===== src/rtl/bullet_ctrl.sv =====
// Purpose : per-tank bullet launcher/mover feeding the collision checker and consuming its hit verdict.
// Latency : all outputs registered; spawn visible 1 Clk after a fire edge, each step 1 Clk after frame_tick.
// Backpress: none; fire edges outside IDLE are dropped, hit is only sampled on frame_tick while flying.
// Optional: define BULLET_BOUNCE_EN to let wall/edge contacts reflect the bullet up to MAX_BOUNCE times.
module bullet_ctrl #(
    parameter logic [9:0] STEP       = 10'd5,
    parameter logic [9:0] BULLET_SZ  = 10'd8,
    parameter logic [9:0] TANK_SZ    = 10'd32,
    parameter logic [9:0] X_MAX      = 10'd639,
    parameter logic [9:0] Y_MAX      = 10'd479,
    parameter logic [5:0] COOLDOWN   = 6'd30
`ifdef BULLET_BOUNCE_EN
    ,
    parameter logic [1:0] MAX_BOUNCE = 2'd2
`endif
) (
    input  logic       Clk,
    input  logic       Reset_n,
    input  logic       frame_tick,
    input  logic       fire,
    input  logic [9:0] X_Tank,
    input  logic [9:0] Y_Tank,
    input  logic [2:0] tank_dir,
    input  logic [1:0] hit,
    output logic [9:0] X_Bullet,
    output logic [9:0] Y_Bullet,
    output logic [2:0] bullet_dir,
    output logic       bullet_active,
    output logic       score_pulse
);

    // Controller states
    localparam logic [1:0] S_IDLE  = 2'd0;
    localparam logic [1:0] S_ARMED = 2'd1;
    localparam logic [1:0] S_FLY   = 2'd2;
    localparam logic [1:0] S_COOL  = 2'd3;

    // Direction codes shared with the tank and the collision checker
    localparam logic [2:0] DIR_UP    = 3'd1;
    localparam logic [2:0] DIR_RIGHT = 3'd2;
    localparam logic [2:0] DIR_LEFT  = 3'd3;
    localparam logic [2:0] DIR_DOWN  = 3'd4;

    // Collision verdict codes; 2'b11 is not produced by the checker and is treated as clear
    localparam logic [1:0] HIT_WALL = 2'b00;
    localparam logic [1:0] HIT_TANK = 2'b10;

    // Offset that centres the bullet on the tank side it leaves from
    localparam logic [9:0] MID = (TANK_SZ - BULLET_SZ) >> 1;

    logic [1:0] state;
    logic [1:0] nxt_state;
    logic       fire_q;
    logic       req;
    logic [2:0] facing;
    logic [2:0] arm_dir;
    logic [2:0] nxt_arm;
    logic [5:0] cool_cnt;
    logic [5:0] nxt_cnt;
    logic [9:0] nxt_x;
    logic [9:0] nxt_y;
    logic [2:0] nxt_dir;
    logic       nxt_act;
    logic       nxt_score;
    logic [9:0] spawn_x;
    logic [9:0] spawn_y;
    logic [9:0] adv_x;
    logic [9:0] adv_y;
    logic       at_edge;
    logic [10:0] x_far;
    logic [10:0] y_far;

`ifdef BULLET_BOUNCE_EN
    logic [1:0] bounce_cnt;
    logic [1:0] nxt_bounce;

    // Reflection swaps up/down and left/right; anything else cannot be flying
    function automatic logic [2:0] reverse_dir(input logic [2:0] d);
        case (d)
            DIR_UP:    reverse_dir = DIR_DOWN;
            DIR_DOWN:  reverse_dir = DIR_UP;
            DIR_RIGHT: reverse_dir = DIR_LEFT;
            DIR_LEFT:  reverse_dir = DIR_RIGHT;
            default:   reverse_dir = 3'd0;
        endcase
    endfunction
`endif

    // A shot is requested only on the rising edge of the fire key
    assign req = fire & ~fire_q;

    // Fire key history for edge detection
    always_ff @(posedge Clk or negedge Reset_n) begin
        if (!Reset_n) begin
            fire_q <= 1'b0;
        end else begin
            fire_q <= fire;
        end
    end

    // Last valid motion direction of the tank; a stationary tank keeps aiming where it last moved
    always_ff @(posedge Clk or negedge Reset_n) begin
        if (!Reset_n) begin
            facing <= DIR_UP;
        end else if (tank_dir >= DIR_UP && tank_dir <= DIR_DOWN) begin
            facing <= tank_dir;
        end
    end

    // Muzzle position: just outside the tank side it faces, centred on that side,
    // clamped to the screen origin when the tank hugs the top or left border
    always_comb begin
        spawn_x = X_Tank + MID;
        spawn_y = (Y_Tank < BULLET_SZ) ? 10'd0 : (Y_Tank - BULLET_SZ);
        case (facing)
            DIR_RIGHT: begin
                spawn_x = X_Tank + TANK_SZ;
                spawn_y = Y_Tank + MID;
            end
            DIR_LEFT: begin
                spawn_x = (X_Tank < BULLET_SZ) ? 10'd0 : (X_Tank - BULLET_SZ);
                spawn_y = Y_Tank + MID;
            end
            DIR_DOWN: begin
                spawn_x = X_Tank + MID;
                spawn_y = Y_Tank + TANK_SZ;
            end
            default: begin
            end
        endcase
    end

    // Would the next step push the bullet past the screen edge in its direction of travel
    always_comb begin
        x_far   = {1'b0, X_Bullet} + {1'b0, BULLET_SZ} + {1'b0, STEP};
        y_far   = {1'b0, Y_Bullet} + {1'b0, BULLET_SZ} + {1'b0, STEP};
        at_edge = 1'b0;
        case (bullet_dir)
            DIR_UP:    at_edge = (Y_Bullet < STEP);
            DIR_DOWN:  at_edge = (y_far > {1'b0, Y_MAX});
            DIR_LEFT:  at_edge = (X_Bullet < STEP);
            DIR_RIGHT: at_edge = (x_far > {1'b0, X_MAX});
            default:   at_edge = 1'b0;
        endcase
    end

    // Position one step further along the current direction
    always_comb begin
        adv_x = X_Bullet;
        adv_y = Y_Bullet;
        case (bullet_dir)
            DIR_UP:    adv_y = Y_Bullet - STEP;
            DIR_DOWN:  adv_y = Y_Bullet + STEP;
            DIR_LEFT:  adv_x = X_Bullet - STEP;
            DIR_RIGHT: adv_x = X_Bullet + STEP;
            default: begin
            end
        endcase
    end

    // Launch/flight/cooldown sequencing; retirement priority is tank hit, wall hit, screen edge
    always_comb begin
        nxt_state = state;
        nxt_x     = X_Bullet;
        nxt_y     = Y_Bullet;
        nxt_dir   = bullet_dir;
        nxt_act   = bullet_active;
        nxt_score = 1'b0;
        nxt_cnt   = cool_cnt;
        nxt_arm   = arm_dir;
`ifdef BULLET_BOUNCE_EN
        nxt_bounce = bounce_cnt;
`endif
        case (state)
            S_IDLE: begin
                if (req) begin
                    nxt_state = S_ARMED;
                    nxt_x     = spawn_x;
                    nxt_y     = spawn_y;
                    nxt_arm   = facing;
`ifdef BULLET_BOUNCE_EN
                    nxt_bounce = 2'd0;
`endif
                end
            end
            S_ARMED: begin
                // Flight begins on a frame boundary so the first step lines up with the checker
                if (frame_tick) begin
                    nxt_state = S_FLY;
                    nxt_dir   = arm_dir;
                    nxt_act   = 1'b1;
                end
            end
            S_FLY: begin
                if (frame_tick) begin
                    if (hit == HIT_TANK) begin
                        nxt_state = S_COOL;
                        nxt_dir   = 3'd0;
                        nxt_act   = 1'b0;
                        nxt_cnt   = COOLDOWN;
                        nxt_score = 1'b1;
                    end else if (hit == HIT_WALL || at_edge) begin
`ifdef BULLET_BOUNCE_EN
                        if (bounce_cnt < MAX_BOUNCE) begin
                            // Reflect in place; the move resumes on the next tick
                            nxt_dir    = reverse_dir(bullet_dir);
                            nxt_bounce = bounce_cnt + 2'd1;
                        end else begin
                            nxt_state = S_COOL;
                            nxt_dir   = 3'd0;
                            nxt_act   = 1'b0;
                            nxt_cnt   = COOLDOWN;
                        end
`else
                        nxt_state = S_COOL;
                        nxt_dir   = 3'd0;
                        nxt_act   = 1'b0;
                        nxt_cnt   = COOLDOWN;
`endif
                    end else begin
                        nxt_x = adv_x;
                        nxt_y = adv_y;
                    end
                end
            end
            S_COOL: begin
                if (frame_tick) begin
                    if (cool_cnt == 6'd0) begin
                        nxt_state = S_IDLE;
                    end else begin
                        nxt_cnt = cool_cnt - 6'd1;
                    end
                end
            end
            default: begin
                nxt_state = S_IDLE;
            end
        endcase
    end

    // Register state and all outputs
    always_ff @(posedge Clk or negedge Reset_n) begin
        if (!Reset_n) begin
            state         <= S_IDLE;
            X_Bullet      <= 10'd0;
            Y_Bullet      <= 10'd0;
            bullet_dir    <= 3'd0;
            bullet_active <= 1'b0;
            score_pulse   <= 1'b0;
            cool_cnt      <= 6'd0;
            arm_dir       <= DIR_UP;
        end else begin
            state         <= nxt_state;
            X_Bullet      <= nxt_x;
            Y_Bullet      <= nxt_y;
            bullet_dir    <= nxt_dir;
            bullet_active <= nxt_act;
            score_pulse   <= nxt_score;
            cool_cnt      <= nxt_cnt;
            arm_dir       <= nxt_arm;
        end
    end

`ifdef BULLET_BOUNCE_EN
    // Reflections used by the current bullet
    always_ff @(posedge Clk or negedge Reset_n) begin
        if (!Reset_n) begin
            bounce_cnt <= 2'd0;
        end else begin
            bounce_cnt <= nxt_bounce;
        end
    end
`endif

endmodule

===== config.mk =====
export PLATFORM = sky130hd
export DESIGN_NAME = bullet_ctrl
export DESIGN_NICKNAME = d
export VERILOG_FILES = /design/src/rtl/bullet_ctrl.sv
export SDC_FILE = /design/constraint.sdc
export NUM_CORES = 1
export LEC_CHECK = 0
export CAP_MARGIN = 40
export CORE_MARGIN = 5
export CORE_UTILIZATION = 25
export CTS_BUF_LIST = sky130_fd_sc_hd__clkbuf_8
export CTS_CLUSTER_SIZE = 40
export DETAILED_ROUTE_END_ITERATION = 10
export PLACE_DENSITY = 0.39
export SETUP_SLACK_MARGIN = 0.3
export SYNTH_ARGS = -nofsm -noshare
export SYNTH_HDL_FRONTEND = slang
export SYNTH_SLANG_ARGS = --single-unit

===== constraint.sdc =====
create_clock -name Clk -period 3.3 [get_ports Clk]
set_input_delay 0.66 -clock Clk [delete_from_list [all_inputs] [get_ports Clk]]
set_output_delay 0.66 -clock Clk [all_outputs]
set_load 0.02 [all_outputs]

==> metrics list, run 1 <==
- FILL cells: 1776
- Share of final-layout standard cells stronger than drive strength 1: about an eighth
- Die outline area: between 15000 and 20000 sq um
* Final setup vio count: 0
- Depth of the critical timing path with buffers and inverters included: 9
- Power comes to slightly above 4000 uW.
* Count of cell types in the netlist: 83
* Period utilization: a little under 90%
- Relative to the synthesized area, the layout overhead comes to 23.9%.
- For this run, design rule violations remaining after detail routing come to 0.
- In the routed layout, each cell is associated on average with a via count of ~5.4.
* Fin. Hold Viols: 0
- The die is approximately 140 um tall.
* Total grt overflow: 0
- Level count of the clock H-tree: 2
- Dominant cell type by count on the critical path: sky130_fd_sc_hd__o21ai_2
- Of all nets on the critical path, the largest fanout is 5.
- Synthesized instance count: 541
- Nets in the synthesized netlist: just under 600
- Top Family by Delay on Critical Path: simple AND/OR/NAND/NOR gates
- STA puts the critical path data required time at between 3 and 4 ns.
* Count of yosys warnings during synthesis: 0
- Entering global routing, the biggest net connects 34 pins.
- Data arrival time of the worst path: slightly above 3 ns
- Summed over all layers, the routed wires come to around 15 mm.
- 0 antenna diodes ended up in the layout.
- Largest area contributor in the synthesized netlist: sky130_fd_sc_hd__dfrtp_1
- The number of pins exceeding their max-slew limit in the final report came to 0.
* Number of storage elements in the synthesis netlist: 40
- Max Root-Sink Buffers: 2
* Max IR drop VDD: 0.278 mV
* Core Util, Final: about a third
- The signal on the critical path passes through inv_1 -> ha_1 -> or3b_1 -> or4_1 -> a211oi_2 -> a31oi_4 -> o21ai_2 -> o21ai_2 -> mux2_4.
- FF+latch area: 1010 sq um
* Share of Yosys cell area claimed by the top area cell type: roughly 23%
- Counting flops with an async set or reset pin after synthesis yields a share of 100%.
- Yosys mapped a number of flops with a built-in enable equal to 0.
- Starting density of the core: approximately 25%
* Slack of the worst reg-to-reg path: 0.42 ns
* Type of the worst setup path: reg -> reg
- Class of the tightest hold or removal check: in -> async
- TritonCTS built the clock tree.
- Post-route minimum period: 2.88 ns
- The via count of the first global-routing pass is around 4200.
- Critical path's largest stage delay: about 0.53 ns
* Peak Freq: ~0.35 GHz
- STA classifies the critical path endpoint as a register.
* Number of cells traversed by the worst register-to-register path: 9
* Port Buf Inserts: 53
- After routing, the total negative slack on setup checks comes to 0 ns.
- The clock reaches the later pin of the worst-skew pair after 0.33 ns.
* Beginning of the worst register-to-register path: X_Bullet[0]
* Antenna Violating Nets Remaining: 0
- The worst setup path is launched from a register.
* Top post-synthesis cells by count: sky130_fd_sc_hd__nand2_1, sky130_fd_sc_hd__nor2_1, sky130_fd_sc_hd__dfrtp_1, sky130_fd_sc_hd__o21ai_0, sky130_fd_sc_hd__inv_1
* Part of the Yosys area used for sequential elements: approximately a quarter
- NumNets Final: 652
- Critical R2R Capture: Y_Bullet[1]
* Count of vias placed by the detailed router: 4392
- Unrepaired setup endpoints after global routing: false
* Clock Skews: about 0.015 ns
- The detailed router finished its first iteration with 439 violations.
- The multi-input combinational cells in the finished layout cover a total of 2910 sq um.
- In this run the cell area of the synthesized design comes to roughly 4200 sq um.
- Run status: complete, no violations
- Register clock-pin slew on the reported worst setup and hold paths: about 0.10 ns
* Cell area power density: roughly 800 nW/um^2
- Routability-driven placement finished with a final weighted congestion of ~0.84.
* Main area contributors after synthesis: sky130_fd_sc_hd__dfrtp_1, sky130_fd_sc_hd__ha_1, sky130_fd_sc_hd__nand2_1
- Clock tree synthesis selected as its root buffer the cell sky130_fd_sc_hd__clkbuf_8.
- First-pass iteration count of the detailed router: 4
* Worst max-slew margin expressed relative to the limit: around 55%
* Leading cell type by number of instances after synthesis: sky130_fd_sc_hd__nand2_1
* Core Box Area: ~17000 sq um
* Routed len/inst: approximately 18 um
- Clock tree synthesis inserted a total of 5 buffers.
- After synthesis, the mean cell area works out to 7.79 sq um.
- Global routing consumed, over all layers together, 15.0% of the routing resources.
- Num rows: 47
- I/O pin count: between 50 and 60
- The tool flagged a number of max-cap violations equal to 0.
- Summed over all cells, the static leakage comes to 0.00206 uW.
- Cell at the slowest stage of the critical path: sky130_fd_sc_hd__or4_1
- The floorplan step set the die width to 140 um.
- Hold repair after CTS inserted 0 buffers.
- Together, buffers and inverters on the worst path number 1.
- Most used flip-flop cell after synthesis: sky130_fd_sc_hd__dfrtp_1
- The first global-routing pass estimated roughly 24 mm of wire.
- Number of clock sinks: 40
- Hold timing on the final database bottoms out at a slack of about 0.36 ns.
- For the pin with the worst max-slew slack, the measured transition is 0.679 ns.
- Post-DP HPWL: roughly 11 mm
- Antenna violations before repair: 0
## routing by layer
metal / GRT usage (%) / part of all wire, % / up-vias
li1: - / - / 2135
met1: 20.9 / 48 / 2128
met2: 24.5 / 47 / 119
met3: 2.47 / 4.4 / 10
met4: 3.26 / 1.1 / 0
met5: 0 / 0 / -
## area by class of cell
class                   instances  area share (%)
multi-input cells             434            55.8
flip-flops and latches         40            19.3
repair buffers                 88            15.4
well taps                     220            5.27
inverters                      30            2.16
clock buffers                   5            1.32
clock inverters                 3           0.815
## power breakdown
| group | internal (uW) | total, uW | switching (uW) |
|---|---|---|---|
| registers | 695 | 1030 | 332 |
| clock network | 224 | 444 | 220 |
| logic | 1140 | 2650 | 1510 |
| total | 2060 | 4130 | 2060 |
## stage by stage
step | worst slack (ns) | std cells | cell area [sq um]
2_1_floorplan | 0.317 | 541 | 4220
3_3_place_gp | 0.269 | 807 | 5040
3_5_place_dp | 0.232 | 807 | 5040
4_1_cts | 0.364 | 820 | 5210
5_1_grt | 0.307 | 820 | 5220
6_report | 0.419 | 820 | 5220
## worst max-delay path by stage
stage / endpoint / from / slack, ns
final: Y_Bullet[1] / X_Bullet[0] / 0.42
after global routing: Y_Bullet[1] / X_Bullet[0] / 0.31
after CTS: Y_Bullet[8] / X_Bullet[0] / 0.36
after detailed placement: X_Bullet[5] / X_Bullet[1] / 0.23
after global placement: X_Bullet[5] / X_Bullet[1] / 0.27
after floorplan: Y_Bullet[1] / X_Bullet[1] / 0.32
## placed cells by master (no fill, tap or decap), types with 6 or more instances in the layout
cell	synthesis	routed
sky130_fd_sc_hd__o211ai_1	10	10
sky130_fd_sc_hd__o31ai_1	6	6
sky130_fd_sc_hd__xnor2_1	13	13
sky130_fd_sc_hd__o21ai_0	31	30
sky130_fd_sc_hd__nand2_1	54	54
sky130_fd_sc_hd__a21oi_1	24	24
sky130_fd_sc_hd__nand3_1	22	22
sky130_fd_sc_hd__a31oi_1	12	12
sky130_fd_sc_hd__nor3_1	13	13
sky130_fd_sc_hd__nor4_1	6	6
sky130_fd_sc_hd__and3_1	8	8
sky130_fd_sc_hd__a22oi_1	7	7
sky130_fd_sc_hd__nand3b_1	6	6
sky130_fd_sc_hd__nand2b_1	10	10
sky130_fd_sc_hd__buf_4	1	33
sky130_fd_sc_hd__clkdlybuf4s50_1	0	52
sky130_fd_sc_hd__ha_1	24	24
sky130_fd_sc_hd__nor2_1	48	48
sky130_fd_sc_hd__o21ai_2	6	6
sky130_fd_sc_hd__inv_1	30	30
sky130_fd_sc_hd__nand4_1	9	9
sky130_fd_sc_hd__dfrtp_1	38	36
## kinds of logic after synthesis
group,after synthesis,synth area share [%]
simple gates,214,26.2
mux,11,2.88
xor+xnor,14,2.91
fa+ha+maj,25,7.36
buf+inv,67,7.33
flops,40,23.8
compound gates,170,29.5
## state kept, by name, indices dropped and copies added (netlist names)
register       count
X_Bullet          10
Y_Bullet          10
cool_cnt           6
arm_dir            3
bullet_dir         3
facing             3
state              2
bullet_active      1
fire_q             1
score_pulse        1
## repair_timing
| action | CTS | global route |
|---|---|---|
| buffers inserted | 5 | 0 |
| gates resized for setup | 1 | 3 |
| hold endpoints to repair | 0 | 0 |
| setup endpoints to repair | 15 | 8 |
| pin swaps | 2 | 3 |
No activity file was read; power rests on OpenSTA's default activity.
==> inputs of run 2 (changes only) <==
--- a/config.mk
+++ b/config.mk
@@ -8,9 +8,9 @@
 export CAP_MARGIN = 40
 export CORE_MARGIN = 5
 export CORE_UTILIZATION = 25
-export CTS_BUF_LIST = sky130_fd_sc_hd__clkbuf_8
 export CTS_CLUSTER_SIZE = 40
 export DETAILED_ROUTE_END_ITERATION = 10
+export GPL_TIMING_DRIVEN = 0
 export PLACE_DENSITY = 0.39
 export SETUP_SLACK_MARGIN = 0.3
 export SYNTH_ARGS = -nofsm -noshare
==> constraint.sdc (replaced) <==
create_clock -name Clk -period 3.3 [get_ports Clk]
set_input_delay 0.66 -clock Clk [delete_from_list [all_inputs] [get_ports Clk]]
set_output_delay 0.66 -clock Clk [all_outputs]
set_load 0.05 [all_outputs]
==> run 2 against run 1 <==
  * Worst setup slack lost 0.054 ns
  * Routed wire length grew 6.7%
  * Sequential power shrank 9%
  * Sequential share of layout area shrank 0.54 points
  * Clock power grew 19%
==> metrics list, run 2 (synthesized netlist as in run 1, its figures left out) <==
- Fin. Hold Viols: 0 (unchanged)
- The number of filler cells placed in the layout is 1783 (+0.39%).
- Worst-margin pin slew: 0.836 ns (+0.157 ns)
- Quantity of hold-fixing buffers added after cts: 0 (unchanged)
- Clock Skews: 0.00882 ns (-0.00644 ns)
* First-pass iteration count of the detailed router: 7 (+3)
* Clock tree from TritonCTS: built
- The first-pass GRT wire length is 24.9 mm (+5.1%).
- Number of clock sinks: 40 (unchanged)
* Die Y: 140 um (unchanged)
- Leading cell type in the layout, fill and taps excluded: sky130_fd_sc_hd__nand2_1
- Post-DP HPWL: 11.9 mm (+7.9%)
- The worst reg2reg path depth was 10 (+1).
* Largest registers: X_Bullet (10), Y_Bullet (10), cool_cnt (6)
- Antenna Violating Nets Remaining: 0 (unchanged)
* Clock insertion delay at the later pin of the skew report: 0.30 ns (-0.03 ns)
- The detailed router's first-iteration violation count came to 351 (-20%).
* Num rows: 47 (unchanged)
- The number of DRC violations after detailed routing came to 0 (unchanged).
- Number of antenna diodes: 0 (unchanged)
* Cell area power density: 861 nW/um^2 (+9.0%)
* Count of vias placed by the detailed router: 4488 (+2.2%)
* Register clock-pin slew on the reported worst setup and hold paths: 0.06 ns (-0.04 ns)
- Lkg Pwr: 0.00209 uW (+1.8%)
- Peak Freq: 0.341 GHz (-1.8%)
- NumNets Final: 670 (+2.8%)
- Die outline area: 19600 sq um (unchanged)
* Count of max-cap constraint violations: 0 (unchanged)
- Beginning of the worst register-to-register path: X_Bullet[1]
- Type of the worst setup path: reg -> reg
- Period utilization: 88.9% (+1.6 points)
- The required time at the endpoint of the critical path is 3.49 ns (-0.03 ns).
- TritonCTS Buffers: 5 (unchanged)
* Commonest cells after routing, fill and taps aside: sky130_fd_sc_hd__nand2_1, sky130_fd_sc_hd__clkdlybuf4s50_1, sky130_fd_sc_hd__nor2_1
- Critical path endpoint: X_Bullet[7]
* Nature of the critical path endpoint: register
* Growth of design area from synthesis to finish: 27.4%
- Slew Viols, Final: 0 (unchanged)
* Data arrival time of the worst path: 3.12 ns (+0.02 ns)
- The number of primary I/O pins came to 54 (unchanged).
- The count of H-tree levels built during CTS came to 2 (unchanged).
* Max IR drop VDD: 0.398 mV (+43%)
- STA classifies the critical path startpoint as a register.
- Max Root-Sink Buffers: 2 (unchanged)
- Count of non-filler cells in the finished layout: 838 (+2.2%)
- Share of final-layout standard cells stronger than drive strength 1: 12.5% (+0.29 points)
- Post-route minimum period: 2.93 ns (+0.0540 ns)
- The total global routing overflow came to 0 (unchanged).
- The instance count after placement with tap cells included came to 815 (+0.99%).
- Placer's final routability congestion estimate: 0.883 (+5.5%)
- Routed len/inst: 18.8 um (+4.4%)
- The number of antenna violations at the first check in global routing came to 0 (unchanged).
- The via count of the first global-routing pass was 4385 (+4.1%).
- Total routed wirelength: 15.8 mm (+6.7%)
- Critical R2R Capture: X_Bullet[7]
- Via-per-instance ratio: 5.36 (about the same)
* Core Box Area: 16600 sq um (unchanged)
* Run status: complete, no violations
- Unrepaired setup endpoints after global routing: true
- The x dimension of the die was 140 um (unchanged).
- Hold Worst Slack: 0.286 ns (-0.0694 ns)
- The setup-violating endpoint count in the final report was 0 (unchanged).
- The headroom to the max-slew limit came to 44.3% (-10 points).
* Max Fanout on Critical Path: 5 (unchanged)
* Buffer cell driving the clock tree root: sky130_fd_sc_hd__clkbuf_16
* Class of the tightest hold or removal check: in -> async
- Source of the critical timing path: X_Bullet[1]
- The overall track demand over capacity in global routing is 16.0% (+1.0 points).
- The effective utilization at floorplan came to 25.4% (unchanged).
* Slack of the worst reg-to-reg path: 0.37 ns (-0.05 ns)
- Largest net degree at the start of global routing: 27 (-21%)
* Port Buf Inserts: 51 (-3.8%)
## run 2: cell types whose count changed in the layout (fill, tap and decap cells not counted), moves of 3 or more
cell	before	now
sky130_fd_sc_hd__clkbuf_2	0	4
sky130_fd_sc_hd__clkbuf_8	5	1
sky130_fd_sc_hd__buf_4	33	16
sky130_fd_sc_hd__buf_6	1	7
sky130_fd_sc_hd__o21ai_4	0	3
sky130_fd_sc_hd__clkbuf_16	0	5
sky130_fd_sc_hd__clkbuf_1	0	21
sky130_fd_sc_hd__buf_2	1	6
## run 2: worst min path at each step
stage,from,to,depth (start not counted)
6_report,Reset_n,Y_Bullet[6],1
5_1_grt,Reset_n,Y_Bullet[4],1
4_1_cts,Reset_n,Y_Bullet[6],1
3_5_place_dp,bullet_active,bullet_active,1
3_3_place_gp,bullet_active,bullet_active,1
2_1_floorplan,Reset_n,X_Bullet[0],0
## run 2: timing repair
item | in CTS | in global routing
pin swaps | 4 | 3
setup buffers | 9 | 5
endpoints found under the setup margin | 28 | 27
gates resized for setup | 9 | 11
gates cloned | 0 | 1
## run 2: final cells by class
type / count / area [sq um] / share of cell area [%]
tap: 220 / 275 / 5.13
inverter: 30 / 113 / 2.10
multi-input combinational: 434 / 2960 / 55.1
buffer: 37 / 209 / 3.89
timing repair buffer: 69 / 659 / 12.3
sequential: 40 / 1010 / 18.7
clock buffer: 8 / 146 / 2.73
## run 2: critical path, stage by stage, from the launching register on
cell,delay [ns]
sky130_fd_sc_hd__dfrtp_2,0.39
sky130_fd_sc_hd__inv_1,0.06
sky130_fd_sc_hd__ha_1,0.30
sky130_fd_sc_hd__or3b_1,0.37
sky130_fd_sc_hd__or4_1,0.55
sky130_fd_sc_hd__a211oi_2,0.27
sky130_fd_sc_hd__a31oi_4,0.12
sky130_fd_sc_hd__o211ai_4,0.26
sky130_fd_sc_hd__buf_4,0.17
sky130_fd_sc_hd__nor4_1,0.05
sky130_fd_sc_hd__a311o_1,0.26
## run 2: stage by stage
step | setup slack [ns] | area [sq um] | utilization [%] | power (uW) | setup TNS, ns
after floorplan | 0.289 | 4220 | - | 3000 | 0
after global placement | -0.203 | 5000 | 30.2 | 3940 | -0.701
after detailed placement | -0.125 | 5030 | 30.3 | 3960 | -0.260
after CTS | 0.311 | 5300 | 31.9 | 4610 | 0
after global routing | 0.280 | 5370 | 32.4 | 4980 | 0
final | 0.365 | 5370 | 32.4 | 4630 | 0
## run 2: power by group
part	switching [uW]	internal [uW]	total, uW
sequential	241	698	939
combinational	1990	1170	3160
clock	226	303	529
total	2460	2170	4630
## run 2: routing by layer
layer	routed length, um	vias to the layer above	track usage (%)
met3	778	26	2.92
met1	7530	2158	22.3
li1	-	2174	-
met2	7050	130	24.8
met5	0	-	0
met4	435	0	5.92
